### config.mk
export PLATFORM = sky130hd
export DESIGN_NAME = ucsbece154b_issue_sched
export DESIGN_NICKNAME = d
export VERILOG_FILES = /design/src/rtl/ucsbece154b_issue_sched.sv
export SDC_FILE = /design/constraint.sdc
export NUM_CORES = 1
export LEC_CHECK = 0
export CAP_MARGIN = 20
export CELL_PAD_IN_SITES_DETAIL_PLACEMENT = 1
export CELL_PAD_IN_SITES_GLOBAL_PLACEMENT = 1
export CORE_UTILIZATION = 25
export CTS_CLUSTER_SIZE = 25
export DETAILED_ROUTE_END_ITERATION = 10
export GPL_TIMING_DRIVEN = 0
export PLACE_DENSITY = 0.56
export REMOVE_ABC_BUFFERS = 1
export SLEW_MARGIN = 20
export SYNTH_ARGS = -nofsm -noshare
export SYNTH_HDL_FRONTEND = slang
export SYNTH_SLANG_ARGS = --single-unit
### constraint.sdc
create_clock -name clk -period 5.97 [get_ports clk]
set_input_delay 1.4925 -clock clk [delete_from_list [all_inputs] [get_ports clk]]
set_output_delay 1.4925 -clock clk [all_outputs]
set_load 0.005 [all_outputs]
### src/rtl/ucsbece154b_issue_sched.sv
// rtl/ucsbece154b_issue_sched.sv - in-order dual-issue scheduler with a circular decode queue
module ucsbece154b_issue_sched #(
  parameter int DEPTH = 4,
  parameter int CW    = 32
) (
  input  logic                     clk,
  input  logic                     reset,
  input  logic                     in_valid_a,
  input  logic                     in_valid_b,
  input  logic [31:0]              in_pc_a,
  input  logic [31:0]              in_pc_b,
  input  logic [31:0]              in_instr_a,
  input  logic [31:0]              in_instr_b,
  input  logic [4:0]               in_rs1_a,
  input  logic [4:0]               in_rs2_a,
  input  logic [4:0]               in_rd_a,
  input  logic [4:0]               in_rs1_b,
  input  logic [4:0]               in_rs2_b,
  input  logic [4:0]               in_rd_b,
  input  logic                     in_regwrite_a,
  input  logic                     in_regwrite_b,
  input  logic                     in_mem_a,
  input  logic                     in_mem_b,
  input  logic                     in_ctrl_a,
  input  logic                     in_ctrl_b,
  output logic                     in_ready,
  input  logic                     stall_i,
  input  logic                     flush_i,
  output logic                     iss_valid1,
  output logic                     iss_valid2,
  output logic [31:0]              iss_pc1,
  output logic [31:0]              iss_pc2,
  output logic [31:0]              iss_instr1,
  output logic [31:0]              iss_instr2,
  output logic                     hz_raw,
  output logic                     hz_waw,
  output logic                     hz_ctrl,
  output logic                     hz_mem,
  output logic [$clog2(DEPTH):0]   occupancy,
  output logic [CW-1:0]            cnt_cycles,
  output logic [CW-1:0]            cnt_issued,
  output logic [CW-1:0]            cnt_dual,
  output logic [CW-1:0]            cnt_flush
);
  localparam int AW = $clog2(DEPTH);
  localparam int OW = AW + 1;
  localparam logic [OW-1:0] L_OCC_RDY = OW'(DEPTH - 2);
  localparam logic [OW-1:0] L_OCC_ONE = OW'(1);
  localparam logic [AW-1:0] L_PTR_ONE = AW'(1);

  logic [31:0]      r_pc    [DEPTH];
  logic [31:0]      r_instr [DEPTH];
  logic [4:0]       r_rs1   [DEPTH];
  logic [4:0]       r_rs2   [DEPTH];
  logic [4:0]       r_rd    [DEPTH];
  logic [DEPTH-1:0] r_rw;
  logic [DEPTH-1:0] r_mem;
  logic [DEPTH-1:0] r_ctrl;
  logic [AW-1:0]    r_head;
  logic [AW-1:0]    r_tail;
  logic [OW-1:0]    r_occ;

  logic [AW-1:0] w_h1;
  logic [AW-1:0] w_t1;
  logic          w_has1;
  logic          w_has2;
  logic          w_hz_gate;
  logic          w_enq_a;
  logic          w_enq_b;
  logic [1:0]    w_enq_n;
  logic [1:0]    w_deq_n;

  assign w_h1      = r_head + L_PTR_ONE;
  assign w_t1      = r_tail + L_PTR_ONE;
  assign w_has1    = (r_occ != '0);
  assign w_has2    = (r_occ > L_OCC_ONE);
  assign w_hz_gate = w_has2 && !flush_i;

  // Readiness is judged on the pre-dequeue count so a full pair always fits.
  assign in_ready = (r_occ <= L_OCC_RDY);
  assign w_enq_a  = in_ready && !flush_i && in_valid_a;
  assign w_enq_b  = w_enq_a && in_valid_b;
  assign w_enq_n  = {1'b0, w_enq_a} + {1'b0, w_enq_b};

  assign hz_raw  = w_hz_gate && r_rw[r_head] && (r_rd[r_head] != 5'd0) &&
                   ((r_rd[r_head] == r_rs1[w_h1]) || (r_rd[r_head] == r_rs2[w_h1]));
  assign hz_waw  = w_hz_gate && r_rw[r_head] && r_rw[w_h1] && (r_rd[r_head] != 5'd0) &&
                   (r_rd[r_head] == r_rd[w_h1]);
  assign hz_ctrl = w_hz_gate && r_ctrl[r_head];
  assign hz_mem  = w_hz_gate && r_mem[r_head] && r_mem[w_h1];

  assign iss_valid1 = w_has1 && !stall_i && !flush_i;
  assign iss_valid2 = iss_valid1 && w_has2 && !(hz_raw || hz_waw || hz_ctrl || hz_mem);
  assign w_deq_n    = {1'b0, iss_valid1} + {1'b0, iss_valid2};

  assign iss_pc1    = w_has1 ? r_pc[r_head]    : 32'd0;
  assign iss_instr1 = w_has1 ? r_instr[r_head] : 32'd0;
  assign iss_pc2    = w_has2 ? r_pc[w_h1]      : 32'd0;
  assign iss_instr2 = w_has2 ? r_instr[w_h1]   : 32'd0;
  assign occupancy  = r_occ;

  // Payload storage needs no reset: entries are only observed through r_occ.
  always_ff @(posedge clk) begin
    if (w_enq_a) begin
      r_pc[r_tail]    <= in_pc_a;
      r_instr[r_tail] <= in_instr_a;
      r_rs1[r_tail]   <= in_rs1_a;
      r_rs2[r_tail]   <= in_rs2_a;
      r_rd[r_tail]    <= in_rd_a;
      r_rw[r_tail]    <= in_regwrite_a;
      r_mem[r_tail]   <= in_mem_a;
      r_ctrl[r_tail]  <= in_ctrl_a;
    end
    if (w_enq_b) begin
      r_pc[w_t1]    <= in_pc_b;
      r_instr[w_t1] <= in_instr_b;
      r_rs1[w_t1]   <= in_rs1_b;
      r_rs2[w_t1]   <= in_rs2_b;
      r_rd[w_t1]    <= in_rd_b;
      r_rw[w_t1]    <= in_regwrite_b;
      r_mem[w_t1]   <= in_mem_b;
      r_ctrl[w_t1]  <= in_ctrl_b;
    end
  end

  always_ff @(posedge clk or posedge reset) begin
    if (reset) begin
      r_head     <= '0;
      r_tail     <= '0;
      r_occ      <= '0;
      cnt_cycles <= '0;
      cnt_issued <= '0;
      cnt_dual   <= '0;
      cnt_flush  <= '0;
    end else begin
      cnt_cycles <= cnt_cycles + CW'(1);
      cnt_issued <= cnt_issued + CW'(w_deq_n);
      cnt_dual   <= cnt_dual + CW'(iss_valid1 && iss_valid2);
      if (flush_i) begin
        r_head    <= '0;
        r_tail    <= '0;
        r_occ     <= '0;
        cnt_flush <= cnt_flush + CW'(1);
      end else begin
        r_head <= r_head + AW'(w_deq_n);
        r_tail <= r_tail + AW'(w_enq_n);
        r_occ  <= r_occ + OW'(w_enq_n) - OW'(w_deq_n);
      end
    end
  end

endmodule

### Word-level counts from Yosys, hierarchy flattened

Memories as Yosys holds them, arrays and structs flattened.
Index checks and enable logic that the tools add are counted.
W data, S select, Z words.

* add/subtract/negate cells: 12
* $mul: 0
* div/mod/pow operators: 0
* $lt $le $gt $ge: 8
* equality and inequality tests: 3
* shift-type cells: 0
* mux-type cells: 37
* bitwise gates (word level): 0
* reductions and logical operators: 29

Operators by type and width (count)
* $mux W32: 4
* $add A32 B1 Y32 const B: 2
* $add A32 B1 Y32: 1
* $add A32 B2 Y32: 1
* $bwmux W4: 6
* $mux W4: 6
* $logic_and A1 B1 Y1: 20
* $eq A5 B5 Y1: 3
* $lt A2 B3 Y1 const B: 4
* $mux W1: 11
* $bmux W1 S2: 5
* $reduce_bool A5 Y1: 1
* $add A1 B1 Y2: 2
* $add A2 B1 Y2 const B: 2
* $add A2 B2 Y2: 2
* $demux W1 S2: 2
* $ge A2 B1 Y1 const B: 2
* $logic_or A1 B1 Y1: 4
* $mux W2: 2
* $add A3 B2 Y3: 1
* $gt A3 B1 Y1 const B: 1
* $le A3 B2 Y1 const B: 1
* $logic_not A1 Y1: 3
* $mux W3: 1
* 2 further kinds: 2

* bits in registers: 147
* bits in latches: 0
* RAM bits: 316
* memory bits (read-only): 0
* input port bits: 170
* output and inout port bits: 266
* word-level logic and storage cells: 104
* memories: 5

Memory list
* r_instr: words 4, bits a word 32, read ports 2, clocked after memory_dff 0, write ports 2, line 52 `logic [31:0] r_instr [DEPTH];`
* r_pc: words 4, bits a word 32, read ports 2, clocked after memory_dff 0, write ports 2, line 51 `logic [31:0] r_pc [DEPTH];`
* r_rd: words 4, bits a word 5, read ports 2, clocked after memory_dff 0, write ports 2, line 55 `logic [4:0] r_rd [DEPTH];`
* r_rs1: words 4, bits a word 5, read ports 1, clocked after memory_dff 0, write ports 2, line 53 `logic [4:0] r_rs1 [DEPTH];`
* r_rs2: words 4, bits a word 5, read ports 1, clocked after memory_dff 0, write ports 2, line 54 `logic [4:0] r_rs2 [DEPTH];`

### Depth between registers and ports, before layout

Gate-level depths: netlist (run 1).

* depth in word-level cells: 14
* depth in mapped cells: 18
* depth with buffers taken out: 13

### Least setup slack after synthesis (run 1)

OpenSTA, ideal clock, no wires.

* path kind: input -> register
* start: input port flush_i
* end: memory r_instr[0][0], enable pin
* library setup time: 451 ps
* data arrival time: 4574 ps
* data required time: 5519 ps
* path slack: 945 ps
* cell stages on the path: 9
* path buffers: 5
* path through: buf_2 > nor2b_1 > buf_4 > nand4_2 > or2_2 > clkbuf_1 > buf_6 > buf_6 > nand2b_1

RTL lines
* start, declared: line 28 `input logic flush_i,`
* end, declared: line 52

### Worst setup path after layout (run 1)

* start: register r_head[1]
* end: output port hz_raw

* word-level cells in the longest chain between the ends: 5
* elaborated cells on any way between the ends: 13
* classes of those cells: add/sub: 1; eq/ne: 2; mux: 2; reduce/logical: 5; memory: 3

RTL lines
* start, declared: line 59 `logic [AW-1:0] r_head;`
* start signal, assigned: line 145 `r_head <= r_head + AW'(w_deq_n);`
* $add A2 B1 Y2 / $bmux W1 S2 (equally long branches): line 73, 85
* $mem_v2 Z4 W5 (tied with other cells)
* $eq A5 B5 Y1 / $logic_and A1 B1 Y1 (equally long branches): line 86, 85
* $logic_or A1 B1 Y1 / $logic_and A1 B1 Y1 (equally long branches): line 86, 85
* $logic_and A1 B1 Y1 *: line 85 `assign hz_raw = w_hz_gate && r_rw[r_head] && (r_rd[r_head] != 5'd0) &&`
* end, declared: line 35 `output logic hz_raw,`

Mark *: on every way between the ends. The rest lies on a longest branch, timed or not. The select of a mux whose other input is x is not followed.

==> metrics.md, run 1 <==
| Metric | Value |
|---|---|
| Outcome | `completed` |
| Main synth FF type | `edfxtp_1` |
| Sequential fraction of the synthesis area | `53.1%` |
| Number of fill cells in the layout | `10200` |
| Distinct cells, synth | `55` |
| Final WL | `79.6 mm` |
| Global-route wire length before repair | `116 mm` |
| CTS max path bufs | `3` |
| Initial Utilization | `25.4%` |
| Worst Hold Class | `reg -> reg` |
| Placed Cells | `3303` |
| Number of max-cap violations | `0` |
| Peak supply drop | `0.215 mV` |
| Clk slew on worst S/H paths | `0.06 ns` |
| CP Cell Sequence | `buf_16 -> buf_16 -> mux4_2 -> xnor2_1 -> nand4_1 -> o22ai_1 -> and2_1 -> clkdlybuf4s50_1` |
| DP Wirelength | `55.7 mm` |
| Power density cells | `331 nW/um^2` |
| Worst-Margin Slew | `0.947 ns` |
| GR Util All Layers | `15.6%` |
| CTS tree | `done` |
| Post-DP Area | `30900 um^2` |
| Cell area after synthesis | `24700 um^2` |
| CP Data Required Time | `4.48 ns` |
| Largest family of logic cells by synthesized area | `multiplexers` |
| Crit path max fanout | `36` |
| Initial antenna violation count | `18` |
| 1st-iter DRT viols | `697` |
| Max H-tree Level | `2` |
| Via Count | `16100` |
| Post-synthesis simple-gate area fraction | `9.08%` |
| Grt ovf | `0` |
| Area growth syn-to-layout | `32.9%` |
| Yosys reg bits | `463` |
| Die width | `316 um` |
| Finished Layout Cells | `3415` |
| Hold_buf cts | `0` |
| Most used cell, CP | `buf_16` |
| # IOs | `436` |
| Synth Area in XOR/XNOR | `5.36%` |
| Routed len/inst | `23.3 um` |
| IO Port Bufs | `435` |
| Core area | `97300 um^2` |
| Root Driver | `clkbuf_16` |
| P_leak | `0.0115 uW` |
| Routability cong. | `0.777` |
| Sink Count | `463` |
| Drt first pass iters | `5` |
| Tmin final | `5.68 ns` |
| Share of layout cells above drive strength 1 | `28.6%` |
| Slowest stage cell, crit path | `dfrtp_4` |
| Post-route setup TNS | `0 ns` |
| Full die area | `100000 um^2` |
| Setup ws final | `0.287 ns` |
| Drt drc | `0` |
| TritonCTS Buffers | `59` |
| # resized after CTS | `0` |
| Fin crit share | `95.2%` |
| Syn Area/Cell | `15.0 um^2` |
| Endpoints failing setup | `0` |
| Core Rows | `114` |
| Slew Viols, Final | `0` |
| Post-synthesis compound-gate area fraction | `0.867%` |
| RSZ-0062 raised after global routing | `no` |
| Post-synth EDFFs | `316` |
| DIE HEIGHT | `316 um` |
| Largest net degree at the start of global routing | `70` |
| Vias/cell | `4.73` |
| Worst path max stage delay | `0.77 ns` |
| Final nets | `2272` |
| Post-synthesis cell count | `1649` |
| Pre-CTS setup slack | `0.109 ns` |
| Post-CTS Setup Repair Bufs | `0` |
| Worst Skew | `0.0276 ns` |
| Post-route ant nets | `0` |
| CP endpoint kind | `primary output` |
| Vias in the first global route | `17800` |
| Async SR Flop Fraction | `29.2%` |
| Post-synthesis adder-cell area fraction | `0.801%` |
| Setup Crit Path Kind | `reg -> out` |
| Clk_lat worst skew | `0.64 ns` |
| Fin util | `33.7%` |
| Final hold violation count | `0` |
| Final instance area | `32800 um^2` |
| Mux share of post-synthesis cell area | `28.3%` |
| Relative slew slack | `35.9%` |
| Peak Freq | `176 MHz` |
| CP startpoint kind | `register` |
| Worst path arrival time | `4.19 ns` |
| YS warnings | `0` |
-- final cells by class --
cell class                 count  area, um^2  share of cell area [%]
timing repair buffer         474        5140                    15.7
antenna                        2        5.00                  0.0153
clock inverter                35         248                   0.755
tap                         1276        1600                    4.87
clock buffer                  75        1600                    4.87
inverter                      20        82.6                   0.252
multi-input combinational   1070       11000                    33.6
sequential                   463       13100                    40.0
-- cells in the mapped netlist, types with 3 or more instances --
master | n | share of area [%]
nand3_1 | 45 | 0.91
mux2i_1 | 14 | 0.57
and3_1 | 21 | 0.53
edfxtp_1 | 316 | 38
mux4_2 | 145 | 13
ha_1 | 11 | 0.56
mux2_1 | 5 | 0.23
xnor2_1 | 102 | 3.6
dfrtp_1 | 135 | 14
and4_1 | 14 | 0.50
nor2_1 | 52 | 0.79
nand4_1 | 28 | 0.71
fa_1 | 3 | 0.24
nand2_1 | 56 | 0.85
buf_4 | 3 | 0.091
buf_1 | 8 | 0.12
nand2b_1 | 4 | 0.10
nor3_1 | 15 | 0.30
clkbuf_1 | 25 | 0.38
xor2_1 | 49 | 1.7
buf_2 | 44 | 0.89
buf_6 | 16 | 0.73
a21oi_1 | 12 | 0.24
dfxtp_1 | 12 | 0.97
or2_2 | 3 | 0.076
nor4b_1 | 3 | 0.11
inv_1 | 19 | 0.29
nor2b_1 | 137 | 3.5
and2_1 | 9 | 0.23
mux2_2 | 312 | 14
-- flip-flops by register name, summed over array words and instances (netlist names), 32 cells and up --
signal and flops:
cnt_dual 32, cnt_flush 32, r_instr 128, cnt_cycles 32, r_pc 128, cnt_issued 32
-- placed cells by master (no fill, tap or decap), types with 51 or more instances in the layout --
master           netlist  layout
mux4_2               145     145
clkdlybuf4s50_1        0     435
clkbuf_16              0      60
nand2_1               56      53
mux2_2               312     312
nor2_1                52      51
nor2b_1              137     137
dfrtp_1              135     133
xnor2_1              102     102
edfxtp_1             316     316
-- metal layers --
| metal | part of all wire [%] | vias up | global-route usage, % |
|---|---|---|---|
| li1 | - | 7179 | - |
| met1 | 41 | 8401 | 18.8 |
| met2 | 49 | 417 | 26.7 |
| met3 | 7.4 | 122 | 5.09 |
| met4 | 2.1 | 30 | 4.03 |
| met5 | 0.25 | - | 0 |
-- cells by family after synthesis --
| kind of cell | count (synthesis) |
|---|---|
| adder cells (fa/ha/maj) | 14 |
| flip-flops | 463 |
| AO/OA/AOI/OAI | 28 |
| buffers and inverters | 116 |
| multiplexers | 476 |
| XOR/XNOR | 151 |
| AND/OR/NAND/NOR | 401 |
-- worst max-delay path, delay by kind of cell, from the launching register on --
family                 cells  cell delay (ns)
AO/OA/AOI/OAI              1             0.39
XOR/XNOR                   1             0.17
buffers and inverters      3             1.20
flip-flops                 1             0.77
multiplexers               1             0.60
AND/OR/NAND/NOR            2             0.34
-- path summary, 6_finish.rpt --
check | startpoint | to | slack [ns] | cells after the start
setup / recovery | r_head[1] | hz_raw | 0.29 | 8
hold / removal | cnt_cycles[31] | cnt_cycles[31] | 0.47 | 1
setup reg to reg | r_head[1] | cnt_issued[18] | 0.64 | 15
hold reg to reg | cnt_cycles[31] | cnt_cycles[31] | 0.47 | 1
max in group asynchronous | reset | cnt_cycles[22] | 3.93 | 3
min in group asynchronous | reset | cnt_dual[24] | 1.29 | 2
-- through the flow --
stage	total power [uW]	hold slack, ns
detailed placement	7580	0.466
finish	10900	0.469
CTS	11100	0.473
floorplan	5730	0.465
global route	11400	0.502
global placement	7240	0.460
-- power breakdown --
| group | switching (uW) | internal [uW] |
|---|---|---|
| Combinational | 1590 | 1950 |
| Clock | 1460 | 1970 |
| Sequential | 190 | 3710 |
| Total | 3240 | 7630 |
(Power assumes the default switching activity.)
==> run 2: changes to the inputs <==
- SETUP_SLACK_MARGIN: unset -> 0.3
==> run 2 against run 1 <==
  * Global-route usage hardly changed
  * Non-clock buffer count rose by 3
  * Combinational power is essentially flat
  * Via count stayed put
  * Critical path depth down 1
  * Critical path type unchanged
  * Largest cell class unchanged
==> metrics.md, run 2 (same netlist as run 1, synthesis figures left out) <==
| Metric | Value |
|---|---|
| Routability cong. | `0.777` |
| Tmin final | `5.49 ns` |
| Number of fill cells in the layout | `10200` |
| Placed Cells | `3303` |
| Most frequent cells in the layout | `clkdlybuf4s50_1, edfxtp_1, mux2_2` |
| Post-route ant nets | `0` |
| Largest net degree at the start of global routing | `70` |
| DIE HEIGHT | `316 um` |
| Drt first pass iters | `4` |
| Worst Skew | `0.0266 ns` |
| Slew Viols, Final | `0` |
| Global-route wire length before repair | `116 mm` |
| Final nets | `2275` |
| Number of max-cap violations | `0` |
| Max H-tree Level | `2` |
| Vias in the first global route | `17800` |
| Die width | `316 um` |
| Worst Hold Class | `reg -> reg` |
| Pwr Total | `10900 uW` |
| R2R Path End | `cnt_issued[18]` |
| Worst path arrival time | `4.00 ns` |
| Initial Utilization | `25.4%` |
| Root Driver | `clkbuf_16` |
| Peak Freq | `182 MHz` |
| Source of the worst register-to-register timing path | `r_head[0]` |
| Grt ovf | `0` |
| Worst Hold End | `cnt_cycles[31]` |
| Multi-input gate area | `11000 um^2` |
| Initial antenna violation count | `18` |
| Area growth syn-to-layout | `33.1%` |
| Final hold violation count | `0` |
| P_leak | `0.0115 uW` |
| Setup Crit Path Kind | `reg -> out` |
| Hold_buf cts | `0` |
| Peak supply drop | `0.214 mV` |
| GR Util All Layers | `15.6%` |
| CTS max path bufs | `3` |
| # IOs | `436` |
| Worst-Margin Slew | `0.970 ns` |
| Core Rows | `114` |
| Biggest registers after layout | `r_instr (128), r_pc (128)` |
| Worst reg-to-reg path cell count | `13` |
| Leading cell type in the layout, fill and taps excluded | `clkdlybuf4s50_1` |
| CP startpoint kind | `register` |
| TritonCTS Buffers | `59` |
| Outcome | `completed` |
| Vias/cell | `4.72` |
| R2R setup slack | `0.95 ns` |
| Worst Hold Depth | `1` |
| Sink Count | `463` |
| CP Data Required Time | `4.48 ns` |
| Clk slew on worst S/H paths | `0.06 ns` |
| Endpoints failing setup | `0` |
| IO Port Bufs | `435` |
| Relative slew slack | `34.4%` |
| Full die area | `100000 um^2` |
| Hold slack | `0.469 ns` |
| Power density cells | `331 nW/um^2` |
| Fin crit share | `92.0%` |
| Finished Layout Cells | `3418` |
| CTS tree | `done` |
| RSZ-0062 raised after global routing | `no` |
| Drt drc | `0` |
| CP endpoint kind | `primary output` |
| DP Wirelength | `55.7 mm` |
| Core area | `97300 um^2` |
| Final WL | `79.8 mm` |
| Fin util | `33.8%` |
| Via Count | `16100` |
| Crit path max fanout | `42` |
| Share of layout cells above drive strength 1 | `28.8%` |
| 1st-iter DRT viols | `693` |
| Routed len/inst | `23.3 um` |
| Clk_lat worst skew | `0.64 ns` |
| Hold Path Origin | `cnt_cycles[31]` |
| Sequential cell area | `13100 um^2` |
## run 2: cell count changes in the layout (fill, tap and decap cells not counted), sizes merged
| cell | change |
|---|---|
| buf | +3 |
## run 2: what timing repair did
item	4_1_cts	5_1_grt
endpoints found under the setup margin	2	3
resized for setup	0	1
setup buffers	1	2
pin swaps	0	0
## run 2: worst max-delay path by stage
stage,start,to
global route,r_head[0],iss_valid2
global placement,flush_i,r_pc[2][10]
finish,r_head[0],iss_valid2
CTS,r_head[1],hz_raw
detailed placement,flush_i,r_pc[1][13]
floorplan,r_head[1],cnt_issued[18]
## run 2: power breakdown
part,internal [uW],switching (uW),total [uW]
clock,1970,1460,3440
combinational,1960,1600,3560
sequential,3710,181,3890
total,7640,3240,10900
## run 2: final cells by class
cell class	count	share of cell area (%)
Inverter	20	0.251
Antenna cell	2	0.0152
Sequential cell	463	39.9
Clock buffer	75	4.87
Tap cell	1276	4.86
Clock inverter	35	0.754
Timing Repair Buffer	477	15.7
Multi-Input combinational cell	1070	33.6
## run 2: per-layer routing
metal	routed length, um	up-vias	track usage [%]
met1	32700	8371	18.8
li1	-	7187	-
met2	39300	438	26.8
met4	1650	30	3.99
met5	194	-	0
met3	5980	123	5.09
## run 2: through the flow
step	setup slack (ns)	setup TNS (ns)	cell area, um^2
CTS	0.308	0	32800
global route	0.320	0	32800
finish	0.480	0	32800
floorplan	-3.20	-568.96	24100
global placement	-9.44	-4008.09	30100
detailed placement	0.109	0	30900
## run 2: worst max-delay path: stages (launching register included)
cell and delay (ns):
dfrtp_4 0.58, buf_16 0.27, mux4_2 0.61, or4_1 0.61, o211ai_2 0.23, a221oi_1 0.10, a211oi_2 0.28, clkdlybuf4s50_1 0.62
==> run 3: changes to the inputs <==
- RECOVER_POWER: unset -> 100
==> run 3 against run 2 <==
  * The run now ends with max-capacitance violations, max-slew violations left
  * Setup slack worse by 0.14 ns
  * Wire length about the same
  * Utilization fell by 0.27 points
  * Critical path type unchanged
  * Highest routed layer unchanged
==> metrics.md, run 3 (same netlist as run 1, synthesis figures left out) <==
| Metric | Value |
|---|---|
| Outcome | `complete, but fails checks` |
| Failing checks | `max-capacitance violations, max-slew violations` |
| Clk_lat worst skew | `0.64 ns` |
| Post-DP Area | `30900 um^2` |
| Full die area | `100000 um^2` |
| Vias/cell | `4.73` |
| Post-route ant nets | `0` |
| Biggest registers after layout | `r_instr (128), r_pc (128)` |
| Drt drc | `0` |
| Final nets | `2275` |
| Routed len/inst | `23.3 um` |
| Relative slew slack | `-106%` |
| Worst path arrival time | `4.14 ns` |
| Fin crit share | `94.4%` |
| # IOs | `436` |
| Root Driver | `clkbuf_16` |
| Share of layout cells above drive strength 1 | `28.0%` |
| Initial Utilization | `25.4%` |
| Crit path max fanout | `42` |
| Global-route wire length before repair | `116 mm` |
| Worst-Margin Slew | `3.07 ns` |
| Endpoints failing setup | `0` |
| Drt first pass iters | `5` |
| CP Data Required Time | `4.48 ns` |
| Largest net degree at the start of global routing | `70` |
| 1st-iter DRT viols | `731` |
| TritonCTS Buffers | `59` |
| Max H-tree Level | `2` |
| CP startpoint kind | `register` |
| Peak Freq | `177 MHz` |
| Final hold violation count | `0` |
| Core area | `97300 um^2` |
| Most frequent cells in the layout | `edfxtp_1, mux2_2, dlygate4sd3_1` |
| Worst Skew | `0.0268 ns` |
| CTS tree | `done` |
| Leading cell type in the layout, fill and taps excluded | `edfxtp_1` |
| Grt ovf | `0` |
| Via Count | `16200` |
| Setup Crit Path Kind | `reg -> out` |
| Peak supply drop | `0.215 mV` |
| CTS max path bufs | `3` |
| Vias in the first global route | `17800` |
| Pwr Total | `10700 uW` |
| DP Wirelength | `55.7 mm` |
| Tmin final | `5.63 ns` |
| Die width | `316 um` |
| Initial antenna violation count | `18` |
| Routability cong. | `0.777` |
| DIE HEIGHT | `316 um` |
| R2R setup slack | `0.83 ns` |
| Power density cells | `327 nW/um^2` |
| Worst Hold Class | `reg -> reg` |
| Clk slew on worst S/H paths | `0.06 ns` |
| Slew Viols, Final | `252` |
| Number of max-cap violations | `6` |
| Area growth syn-to-layout | `32.0%` |
| CP endpoint kind | `primary output` |
| Sink Count | `463` |
| Hold slack | `0.464 ns` |
| Final WL | `79.8 mm` |
| IO Port Bufs | `435` |
| Core Rows | `114` |
| GR Util All Layers | `15.6%` |
| RSZ-0062 raised after global routing | `no` |
| P_leak | `0.0120 uW` |
| Final instance area | `32600 um^2` |
-- run 3: power breakdown --
part,switching (uW),leakage (uW),internal [uW]
registers,173,0.00481,3710
clock network,1460,0.000914,1970
logic,1580,0.00632,1760
-- run 3: per-layer routing --
layer	GRT usage (%)	routed length, um	share of wire, %	vias up
met5	0	173	0.22	-
met4	3.99	1660	2.1	28
met3	5.09	5880	7.4	123
met2	26.8	39100	49	407
met1	18.8	33000	41	8433
li1	-	-	-	7197
-- run 3: path summary, 6_finish.rpt --
path	startpoint	to	cells after the start
setup / recovery	r_head[0]	iss_valid2	7
setup reg to reg	r_head[1]	cnt_issued[18]	14
hold reg to reg	cnt_cycles[31]	cnt_cycles[31]	1
min in group asynchronous	reset	cnt_dual[24]	2
hold / removal	cnt_cycles[31]	cnt_cycles[31]	1
max in group asynchronous	reset	cnt_cycles[22]	3
-- run 3: critical path, stage by stage, from the launching register on --
cell,delay [ns]
dfrtp_4,0.58
buf_16,0.27
mux4_2,0.61
or4_1,0.61
o211ai_1,0.32
a221oi_1,0.12
a211oi_2,0.27
dlygate4sd3_1,0.68
-- run 3: layout make-up --
cell class	count	area, um^2
Clock inverter	35	248
Multi-Input combinational cell	1070	11000
Fill cell	10300	64700
Antenna cell	5	12.5
Tap cell	1276	1600
Sequential cell	463	13100
Timing Repair Buffer	477	4960
Inverter	20	76.3
Clock buffer	75	1600
-- run 3: timing repair --
item	in CTS	in global routing
hold buffers	0	0
hold endpoints to repair	0	0
resized for setup	0	1
setup buffers	1	2
endpoints found under the setup margin	2	3
-- run 3: stage by stage --
step	worst slack, ns	TNS (ns)	util [%]	instances
after floorplan	-3.20	-568.96	-	1553
after global placement	-9.44	-4008.09	30.9	3264
after detailed placement	0.109	0	31.8	3303
after CTS	0.308	0	33.7	3414
after global routing	0.168	0	33.5	3416
final	0.336	0	33.5	3421
